===== src/rtl/core_sequencer.sv =====
// Instruction sequencer for a SIMD core: fetches opcodes, steps ALU and memory
// operations through a fixed pipeline of states, and tracks per-lane memory acks.
module core_sequencer #(
    parameter int NUM_LANES = 4,
    parameter int OPCODE_W  = 4,
    parameter int TIMEOUT   = 255,
    parameter int CNT_W     = 16
) (
    input  logic                 clk,
    input  logic                 reset,
    input  logic                 start,
    input  logic [NUM_LANES-1:0] lane_mask,
    input  logic                 instr_valid,
    input  logic [OPCODE_W-1:0]  opcode,
    output logic                 instr_ready,
    input  logic [NUM_LANES-1:0] mem_ack,
    output logic                 alu_enable,
    output logic [2:0]           alu_op,
    output logic                 reg_write,
    output logic                 mem_read,
    output logic                 mem_write,
    output logic                 done,
    output logic                 error,
    output logic [CNT_W-1:0]     instr_count
);

    localparam int WAIT_W = $clog2(TIMEOUT + 1);

    typedef enum logic [2:0] {
        IDLE, FETCH, DECODE, EXECUTE, MEM_WAIT, WRITEBACK, DONE
    } state_t;

    typedef enum logic [2:0] {
        CL_ALU, CL_LOAD, CL_STORE, CL_RET, CL_NOP
    } op_class_t;

    state_t                state, next_state;
    logic [OPCODE_W-1:0]   opcode_q;
    logic [NUM_LANES-1:0]  mask_q;
    logic [NUM_LANES-1:0]  acked;
    logic [WAIT_W-1:0]     wait_cnt;
    op_class_t             op_class;
    logic [2:0]            alu_code;
    logic                  mem_done;
    logic                  timed_out;

    always_comb begin
        op_class = CL_NOP;
        alu_code = 3'b000;
        case (opcode_q)
            OPCODE_W'(0): op_class = CL_ALU;
            OPCODE_W'(1): begin op_class = CL_ALU; alu_code = 3'b001; end
            OPCODE_W'(2): begin op_class = CL_ALU; alu_code = 3'b010; end
            OPCODE_W'(3): op_class = CL_LOAD;
            OPCODE_W'(4): op_class = CL_STORE;
            OPCODE_W'(5): begin op_class = CL_ALU; alu_code = 3'b011; end
            OPCODE_W'(6): begin op_class = CL_ALU; alu_code = 3'b100; end
            OPCODE_W'(7): op_class = CL_RET;
            default:      op_class = CL_NOP;
        endcase
    end

    // Acks arriving this cycle count immediately, so an all-zero mask finishes in one cycle.
    assign mem_done  = (((acked | mem_ack) & mask_q) == mask_q);
    assign timed_out = (wait_cnt == WAIT_W'(TIMEOUT - 1));

    // NOTE: every output and next_state get a default first so no path infers a latch.
    always_comb begin
        next_state  = state;
        instr_ready = 1'b0;
        alu_enable  = 1'b0;
        alu_op      = 3'b000;
        reg_write   = 1'b0;
        mem_read    = 1'b0;
        mem_write   = 1'b0;
        done        = 1'b0;
        case (state)
            IDLE:      if (start) next_state = FETCH;
            FETCH: begin
                instr_ready = 1'b1;
                if (instr_valid) next_state = DECODE;
            end
            DECODE: begin
                case (op_class)
                    CL_ALU:            next_state = EXECUTE;
                    CL_LOAD, CL_STORE: next_state = MEM_WAIT;
                    CL_RET:            next_state = DONE;
                    default:           next_state = FETCH;
                endcase
            end
            EXECUTE: begin
                alu_enable = 1'b1;
                alu_op     = alu_code;
                next_state = WRITEBACK;
            end
            MEM_WAIT: begin
                mem_read  = (op_class == CL_LOAD);
                mem_write = (op_class == CL_STORE);
                if (mem_done)       next_state = (op_class == CL_LOAD) ? WRITEBACK : FETCH;
                else if (timed_out) next_state = DONE;
            end
            WRITEBACK: begin
                reg_write  = 1'b1;
                next_state = FETCH;
            end
            DONE: begin
                done = 1'b1;
                if (!start) next_state = IDLE;
            end
            default: next_state = IDLE;
        endcase
    end

    // NOTE: state uses non-blocking assignments; all registers, including opcode_q, are reset.
    always_ff @(posedge clk or posedge reset) begin
        if (reset) begin
            state       <= IDLE;
            opcode_q    <= '0;
            mask_q      <= '0;
            acked       <= '0;
            wait_cnt    <= '0;
            instr_count <= '0;
            error       <= 1'b0;
        end else begin
            state <= next_state;
            case (state)
                IDLE: begin
                    if (start) begin
                        mask_q      <= lane_mask;
                        instr_count <= '0;
                        error       <= 1'b0;
                    end
                end
                FETCH: if (instr_valid) opcode_q <= opcode;
                DECODE: begin
                    instr_count <= instr_count + CNT_W'(1);
                    acked       <= '0;
                    wait_cnt    <= '0;
                end
                MEM_WAIT: begin
                    acked    <= acked | (mem_ack & mask_q);
                    wait_cnt <= wait_cnt + WAIT_W'(1);
                    if (!mem_done && timed_out) error <= 1'b1;
                end
                default: ;
            endcase
        end
    end

endmodule


===== config.mk =====
export PLATFORM = sky130hd
export DESIGN_NAME = core_sequencer
export DESIGN_NICKNAME = d
export VERILOG_FILES = /design/src/rtl/core_sequencer.sv
export SDC_FILE = /design/constraint.sdc
export NUM_CORES = 1
export LEC_CHECK = 0
export ABC_AREA = 0
export CELL_PAD_IN_SITES_DETAIL_PLACEMENT = 0
export CELL_PAD_IN_SITES_GLOBAL_PLACEMENT = 2
export CORE_AREA = 2 2 83 85
export CTS_CLUSTER_SIZE = 28
export DETAILED_ROUTE_END_ITERATION = 8
export DIE_AREA = 0 0 85 87
export PLACE_DENSITY_LB_ADDON = 0.1
export SLEW_MARGIN = 30
export SYNTH_ARGS = -nofsm -noshare
export SYNTH_HDL_FRONTEND = slang
export SYNTH_SLANG_ARGS = --single-unit

===== constraint.sdc =====
create_clock -name clk -period 4.4 [get_ports clk]
set_input_delay 0.44 -clock clk [delete_from_list [all_inputs] [get_ports clk]]
set_output_delay 0.44 -clock clk [all_outputs]
set_load 0.005 [all_outputs]

# Word level (Yosys, flattened, before mapping)
# Cells that the tools add are included.
# totals
reg_bits	40
in_bits	16
output_inout_bits	26
wordCells	75
# classes
add_sub_neg	2
eq_ne	23
muxes	24
bitwise	4
reduce_logical	15
# op_table
op	count
$pmux W16 S2	1
$pmux W3 S4	2
$mux W3	7
$pmux W3 S7	1
$add A16 B1 Y16 const B	1
$eq A4 B3 Y1 const B	4
$mux W16	1
$pmux W8 S2	1
$eq A3 B2 Y1 const B	4
$eq A3 B3 Y1 const B	3
$pmux W3 S3	1
$add A8 B1 Y8 const B	1
$and A4 B4 Y4	2
$eq A4 B2 Y1 const B	2
$eq A8 B8 Y1 const B	1
$mux W1	8
$ne A2 B2 Y1 const B	4
$or A4 B4 Y4	2
$pmux W4 S2	1
$eq A3 B1 Y1 const B	2
$logic_not A3 Y1	2
$reduce_and A2 Y1	3
$reduce_bool A2 Y1	3
$reduce_or A5 Y1	1
10 further kinds	10

# Longest topological paths before layout
# Gate-level depths: netlist of the first run.
# depth
word_depth	7
mapped_depth	7

# Least setup slack after synthesis of the first run
# No wires, ideal clock.
# synth_timing
path_type	register to output
startpoint	register state[2]
endpoint	output alu_op[0]
t_arrival_ns	1.143
required_time_ns	3.960
setup_slack_ns	2.817
path_stages_with_launch	5
n_path_buf	0
path_cell_list	dfrtp_1 and2b_1 and2_1 nand2b_1 nor3b_1
# synth_between
elab_chain_len	2
# synth_rtl
item	line	source
from (decl)	37	state_t state, next_state;
from (signal assigned)	125	state <= next_state;
$eq A3 B2 Y1	77	case (state)
$mux W3	77	
to (decl)	18	output logic [2:0] alu_op,
# Every way passes these cells.

# Worst setup path after layout of the first run
# layout_timing
startpoint	register state[2]
endpoint	output mem_read
# layout_between
elab_chain_len	2
# layout_rtl
item	line	source
$eq A3 B3 Y1	77	
$mux W1	77	
to (decl)	20	output logic mem_read,
# Every way passes these cells.

==> flow_metrics.py, run 1 <==
metrics = {
    "run_status": {
        "status": "completed",
    },
    "drt": {
        "first_pass_iters": 4,
        "via_per_inst": 5.06,
        "avgRoutedWirePerCell_um": 14.3,
        "drcViolationCount": 0,
        "postRouteAntennaNets": 0,
        "num_vias": 1736,
        "routed_wl_mm": 4.90,
        "drt_iter0_drc": 78,
    },
    "grt": {
        "grt_pass1_vias": 1645,
        "grt.overflow.total": 0,
        "busiest_layer": "met2",
        "gr-usage-met1": 0.192,
        "grt_util_met2": 0.216,
        "grt_pass1_wl_mm": 8.20,
        "grt_util_met3": 0.0351,
        "track_usage": 0.139,
        "grt_max_degree": 41,
        "antenna_found_initial": 0,
    },
    "place": {
        "place_hpwl_mm": 3.45,
        "place_congestion": 0.777,
        "port_buffers": 41,
        "place_inst": 336,
    },
    "clock_network": {
        "post_cts_buffers": 0,
        "clk_latency_ps": 290,
        "post_cts_resized": 0,
        "clock_sinks": 40,
        "cts_tree": "built",
        "cts_hold_buf": 0,
        "clk_path_buf_depth": 2,
        "root_buffer": "clkbuf_8",
        "htreeDepth": 2,
        "cts-buffers-inserted": 5,
        "clk_pin_slew_worst_paths_ps": 70,
    },
    "pwr": {
        "power.density_nw_per_um2": 469,
        "clockPowerShare": 0.187,
        "seqPwrFrac": 0.456,
        "power.switching_uw": 472,
        "switching_share": 0.381,
        "power_mw": 1.24,
        "cellLeakagePower_nw": 1.14,
        "ir_drop_uv": 215,
        "pwr-share-comb": 0.357,
        "internal-power_uw": 767,
    },
    "synthesis": {
        "synthFlopType": "dfrtp_1",
        "netlist_instances": 222,
        "synth.cell_area_um2": 2090,
        "yosysSeqAreaShare": 0.479,
        "synth.distinct_cells": 42,
        "ys_warn_count": 0,
        "synth_fp_nets": 241,
        "synth_seq_cells": 40,
        "async_flop_share": 1.00,
        "synth-edff-count": 0,
        "avgSynthCellArea_um2": 9.42,
    },
    "timing": {
        "tns_ps": 0,
        "maxSlewHeadroom": 0.478,
        "fin_crit_sh": 0.589,
        "final_hold_viol_count": 0,
        "tightest_slew_ps": 781,
        "setup_violations": 0,
        "hold_ws_ps": 483,
        "slew_violations": 0,
        "fmax_mhz": 386,
        "post-route-min-period_ps": 2590,
        "fin_skew_ps": 6.97,
        "rsz0062_at_grt": "false",
    },
    "floorplanning": {
        "dieArea_um2": 7400,
        "core_area_um2": 6570,
        "die_h_um": 87,
        "rows": 30,
        "start_util": 0.318,
        "die_x_um": 85,
        "ios": 42,
    },
    "final_layout": {
        "fin_util": 0.402,
        "finalNetCount": 282,
        "final_cells": 343,
        "diodes": 0,
        "area_delta_synth_final_pct": 26.5,
        "drive_gt1_frac": 0.0684,
    },
    "setup_path": {
        "path_class": "reg -> out",
        "worst_path_largest_cell_delay_ps": 540,
        "start_kind": "flop",
        "worstPathMaxFanout": 10,
        "worstPathArrival_ps": 2150,
        "required_ps": 3960,
        "crit_chain": "nor2b_2, nand2b_1, nor4_4, clkdlybuf4s50_1",
        "cp-end-kind": "output pin",
        "critPathSlowestCell": "clkdlybuf4s50_1",
    },
    "worst_hold_path": {
        "min_path_type": "reg -> reg",
    },
    "flow_run": {
        "maxCapViolations": 0,
    },
}
## path summary, 6_finish.rpt
kind | depth (start not counted) | start | endpoint | slack [ps]
setup / recovery | 4 | state[2] | mem_read | 1810
hold / removal | 1 | instr_count[15] | instr_count[15] | 480
setup reg to reg | 5 | state[1] | instr_count[15] | 2390
hold reg to reg | 1 | instr_count[15] | instr_count[15] | 480
max in group asynchronous | 3 | reset | opcode_q[2] | 3440
min in group asynchronous | 3 | reset | mask_q[2] | 590
## logic make-up after synthesis
family,share of synthesized area
and+or+nand+nor,0.248
AOI/OAI and AO/OA,0.142
DFF,0.479
muxes,0.0718
buffers and inverters,0.0293
xor gates and xnor gates,0.0126
adders and majority gates,0.0180
## cell type report
| cell class | instances | area (um^2) |
|---|---|---|
| clock buffers | 6 | 72.6 |
| clock inverters | 1 | 5.00 |
| fillers | 670 | 3930 |
| inverters | 5 | 18.8 |
| multi-input cells | 169 | 1030 |
| flip-flops and latches | 40 | 1000 |
| well taps | 80 | 100 |
| repair buffers | 42 | 418 |
## cells in the mapped netlist (2+ instances only)
library cell | count | area, um^2
xor2_1 | 3 | 26.3
and2_1 | 5 | 31.3
nand2b_1 | 4 | 25.0
dfrtp_1 | 40 | 1000
nand4_1 | 6 | 37.5
and3_1 | 7 | 43.8
buf_2 | 4 | 20.0
a21oi_1 | 7 | 35.0
mux2_2 | 3 | 33.8
nor3_1 | 5 | 25.0
mux2_1 | 5 | 56.3
a22oi_1 | 2 | 15.0
o21ai_1 | 25 | 125
nand2_1 | 25 | 93.8
inv_1 | 4 | 15.0
o21ai_0 | 5 | 25.0
clkbuf_1 | 3 | 11.3
mux2i_1 | 6 | 60.1
ha_1 | 3 | 37.5
nand3b_1 | 2 | 15.0
nand3_1 | 14 | 70.1
nor2_1 | 18 | 67.6
a31oi_1 | 7 | 43.8
## metal layers
layer,vias to the layer above,routed length (um),share of wire
met1,823,2450,0.50
met4,0,47,0.0096
li1,878,-,-
met5,-,0,0
met3,4,212,0.043
met2,31,2190,0.45
## power by group through the flow
stage	Combinational [mW]	Sequential, mW	Clock, mW
2_1_floorplan	0.336	0.540	0
3_3_place_gp	0.453	0.572	0
3_5_place_dp	0.451	0.572	0
4_1_cts	0.453	0.565	0.245
5_1_grt	0.503	0.583	0.262
6_report	0.443	0.565	0.232
## stage by stage
| stage | area, um^2 | worst slack [ps] |
|---|---|---|
| final | 2640 | 1810 |
| after global routing | 2640 | 1630 |
| after CTS | 2640 | 1750 |
| after detailed placement | 2570 | 2080 |
| after global placement | 2570 | 2100 |
| after floorplan | 2090 | 2820 |
## flip-flops by register name, summed over array words and instances (netlist names)
name	count
acked	4
state	3
wait_cnt	8
opcode_q	4
error	1
mask_q	4
instr_count	16
## worst max-delay path: cells and delay by family (launching register included)
kind          cells  cell delay, ps
simple gates      3             840
flops             1             490
buf+inv           1             540
## layout by cell type (no fill, tap or decap), types with 2 or more instances in the layout
cell / instances
a21oi_1: 7
a22oi_1: 2
a31oi_1: 7
and2_1: 5
and3_1: 7
clkbuf_8: 5
clkdlybuf4s50_1: 41
dfrtp_1: 40
ha_1: 3
inv_1: 4
mux2_1: 5
mux2_2: 3
mux2i_1: 6
nand2_1: 25
nand2b_1: 4
nand3_1: 14
nand3b_1: 2
nand4_1: 6
nor2_1: 18
nor3_1: 5
o21ai_0: 5
o21ai_1: 25
xor2_1: 3
No activity file was read; power rests on OpenSTA's default activity.
==> run 2: changes to the inputs <==
--- a/config.mk
+++ b/config.mk
@@ -8,10 +8,10 @@
 export ABC_AREA = 0
 export CELL_PAD_IN_SITES_DETAIL_PLACEMENT = 0
 export CELL_PAD_IN_SITES_GLOBAL_PLACEMENT = 2
-export CORE_AREA = 2 2 83 85
+export CORE_AREA = 2 2 90 92
 export CTS_CLUSTER_SIZE = 28
 export DETAILED_ROUTE_END_ITERATION = 8
-export DIE_AREA = 0 0 85 87
+export DIE_AREA = 0 0 92 94
 export PLACE_DENSITY_LB_ADDON = 0.1
 export SLEW_MARGIN = 30
 export SYNTH_ARGS = -nofsm -noshare
==> constraint.sdc (replaced) <==
create_clock -name clk -period 2.3 [get_ports clk]
set_input_delay 0.23 -clock clk [delete_from_list [all_inputs] [get_ports clk]]
set_output_delay 0.23 -clock clk [all_outputs]
set_load 0.005 [all_outputs]
==> run 2 against run 1 <==
  * Critical path depth did not move
  * Critical endpoint unchanged
  * Sequential share of layout area down 1.4 points
  * Global-route usage down 0.96 points
  * Final cell count increased by 8.5%
  * Clock skew rose by 0.53 ps
==> flow_metrics.py, run 2 (synthesis results as in run 1) <==
metrics = {
    "drt": {
        "first_pass_iters": 4,
        "postRouteAntennaNets": 0,
        "avgRoutedWirePerCell_um": 13.8,
        "routed_wl_mm": 5.14,
        "via_per_inst": 4.66,
        "drcViolationCount": 0,
        "drt_iter0_drc": 60,
        "num_vias": 1732,
    },
    "grt": {
        "antenna_found_initial": 0,
        "grt_pass1_vias": 1774,
        "grt_max_degree": 41,
        "track_usage": 0.130,
        "grt.overflow.total": 0,
        "grt_pass1_wl_mm": 8.85,
    },
    "clock_network": {
        "clk_pin_slew_worst_paths_ps": 80,
        "cts-buffers-inserted": 5,
        "htreeDepth": 2,
        "root_buffer": "clkbuf_8",
        "clock_sinks": 40,
        "clk_latency_ps": 290,
        "cts_tree": "built",
        "post_cts_buffers": 0,
        "clk_path_buf_depth": 2,
    },
    "floorplanning": {
        "dieArea_um2": 8650,
        "die_x_um": 92,
        "rows": 32,
        "die_h_um": 94,
        "ios": 42,
        "core_area_um2": 7610,
        "start_util": 0.275,
    },
    "place": {
        "port_buffers": 41,
        "place_hpwl_mm": 3.72,
        "place_congestion": 0.734,
    },
    "final_layout": {
        "area_delta_synth_final_pct": 31.8,
        "finalNetCount": 288,
        "diodes": 0,
        "multi_input_area_um2": 1030,
        "largest_register_ffs": 16,
        "top_regs": "instr_count: 16 flops, wait_cnt: 8 flops",
        "regArea_um2": 1000,
        "fillers": 798,
        "final_common_cell": "clkdlybuf4s50_1",
        "drive_gt1_frac": 0.111,
        "mostFrequentLayoutCells": "40 x clkdlybuf4s50_1, 37 x dfrtp_1, 25 x nand2_1, 25 x o21ai_1, 18 x nor2_1",
        "largest-register": "instr_count",
    },
    "setup_path": {
        "path_class": "reg -> out",
        "required_ps": 2070,
        "cp-end-kind": "output pin",
        "crit_path_start": "state[0]",
        "worstPathMaxFanout": 9,
        "rr_startpoint": "state[0]",
        "start_kind": "flop",
        "worstPathArrival_ps": 1950,
    },
    "timing": {
        "maxSlewHeadroom": 0.635,
        "tightest_slew_ps": 548,
        "final_hold_viol_count": 0,
        "slew_violations": 0,
        "fmax_mhz": 459,
        "fin_skew_ps": 7.50,
        "tns_ps": 0,
        "setup_violations": 0,
        "post-route-min-period_ps": 2180,
        "fin_crit_sh": 0.946,
        "rsz0062_at_grt": "false",
    },
    "pwr": {
        "power_mw": 2.57,
        "cellLeakagePower_nw": 1.20,
        "ir_drop_uv": 413,
        "power.density_nw_per_um2": 933,
    },
    "run_status": {
        "status": "completed",
    },
    "worst_hold_path": {
        "min_path_type": "in -> async",
    },
    "flow_run": {
        "maxCapViolations": 0,
    },
}
-- run 2: cell types whose count changed in the layout (fill, tap and decap cells not counted), sizes merged --
| cell | previous run | this run |
|---|---|---|
| buf | 1 | 7 |
| dlymetal6s2s | 0 | 1 |
| bufinv | 0 | 1 |
| clkdlybuf4s50 | 41 | 40 |
-- run 2: final cells by class --
cell class	count	area share
clock inverter	2	0.0127
sequential	40	0.365
clock buffer	6	0.0263
inverter	5	0.00681
timing repair buffer	48	0.169
multi-input combinational	169	0.374
tap	102	0.0463
-- run 2: path summary, 6_finish.rpt --
check / endpoint / slack (ps) / depth (start not counted)
min reg2reg: instr_count[15] / 470 / 1
min: instr_count[1] / 360 / 3
max in group asynchronous: state[2] / 1510 / 3
max: mem_read / 120 / 4
max reg2reg: wait_cnt[5] / 600 / 5
min in group clk: instr_count[15] / 470 / 1
-- run 2: timing repair --
item / CTS / global route
pin swaps: 0 / 0
gates resized for setup: 2 / 4
hold endpoints to repair: 0 / 0
hold buffers: 0 / 0
endpoints found under the setup margin: 1 / 4
-- run 2: report_power, final --
| part | leakage (nW) | total (mW) | switching, mW | internal [mW] |
|---|---|---|---|---|
| clock network | 0.0552 | 0.578 | 0.255 | 0.322 |
| registers | 0.526 | 1.09 | 0.217 | 0.871 |
| logic | 0.618 | 0.906 | 0.463 | 0.442 |
-- run 2: layer usage --
metal / track usage / routed length, um / vias to the layer above
li1: - / - / 885
met1: 0.166 / 2510 / 813
met2: 0.219 / 2400 / 26
met3: 0.0281 / 166 / 8
met4: 0.0410 / 66 / 0
met5: 0 / 0 / -
-- run 2: critical path, cell delays in order (launching register included) --
cell and delay [ps]:
dfrtp_2 490, nor2b_2 210, nand2b_2 150, nor4_4 260, clkdlybuf4s50_1 540
-- run 2: through the flow --
stage               setup slack, ps  hold WS, ps  utilization  cell area, um^2  cells
floorplan                       727          362            -             2090    222
global placement                335          459        0.347             2640    364
detailed placement              313          468        0.347             2640    364
CTS                            26.4          396        0.361             2750    372
global route                  0.348          438        0.362             2760    372
finish                          123          363        0.362             2760    372
==> run 3: changes to the inputs <==
--- a/config.mk
+++ b/config.mk
@@ -5,7 +5,6 @@
 export SDC_FILE = /design/constraint.sdc
 export NUM_CORES = 1
 export LEC_CHECK = 0
-export ABC_AREA = 0
 export CELL_PAD_IN_SITES_DETAIL_PLACEMENT = 0
 export CELL_PAD_IN_SITES_GLOBAL_PLACEMENT = 2
 export CORE_AREA = 2 2 90 92
==> results of run 3 <==
Final layout, timing and power as in run 2 (identical DEF).
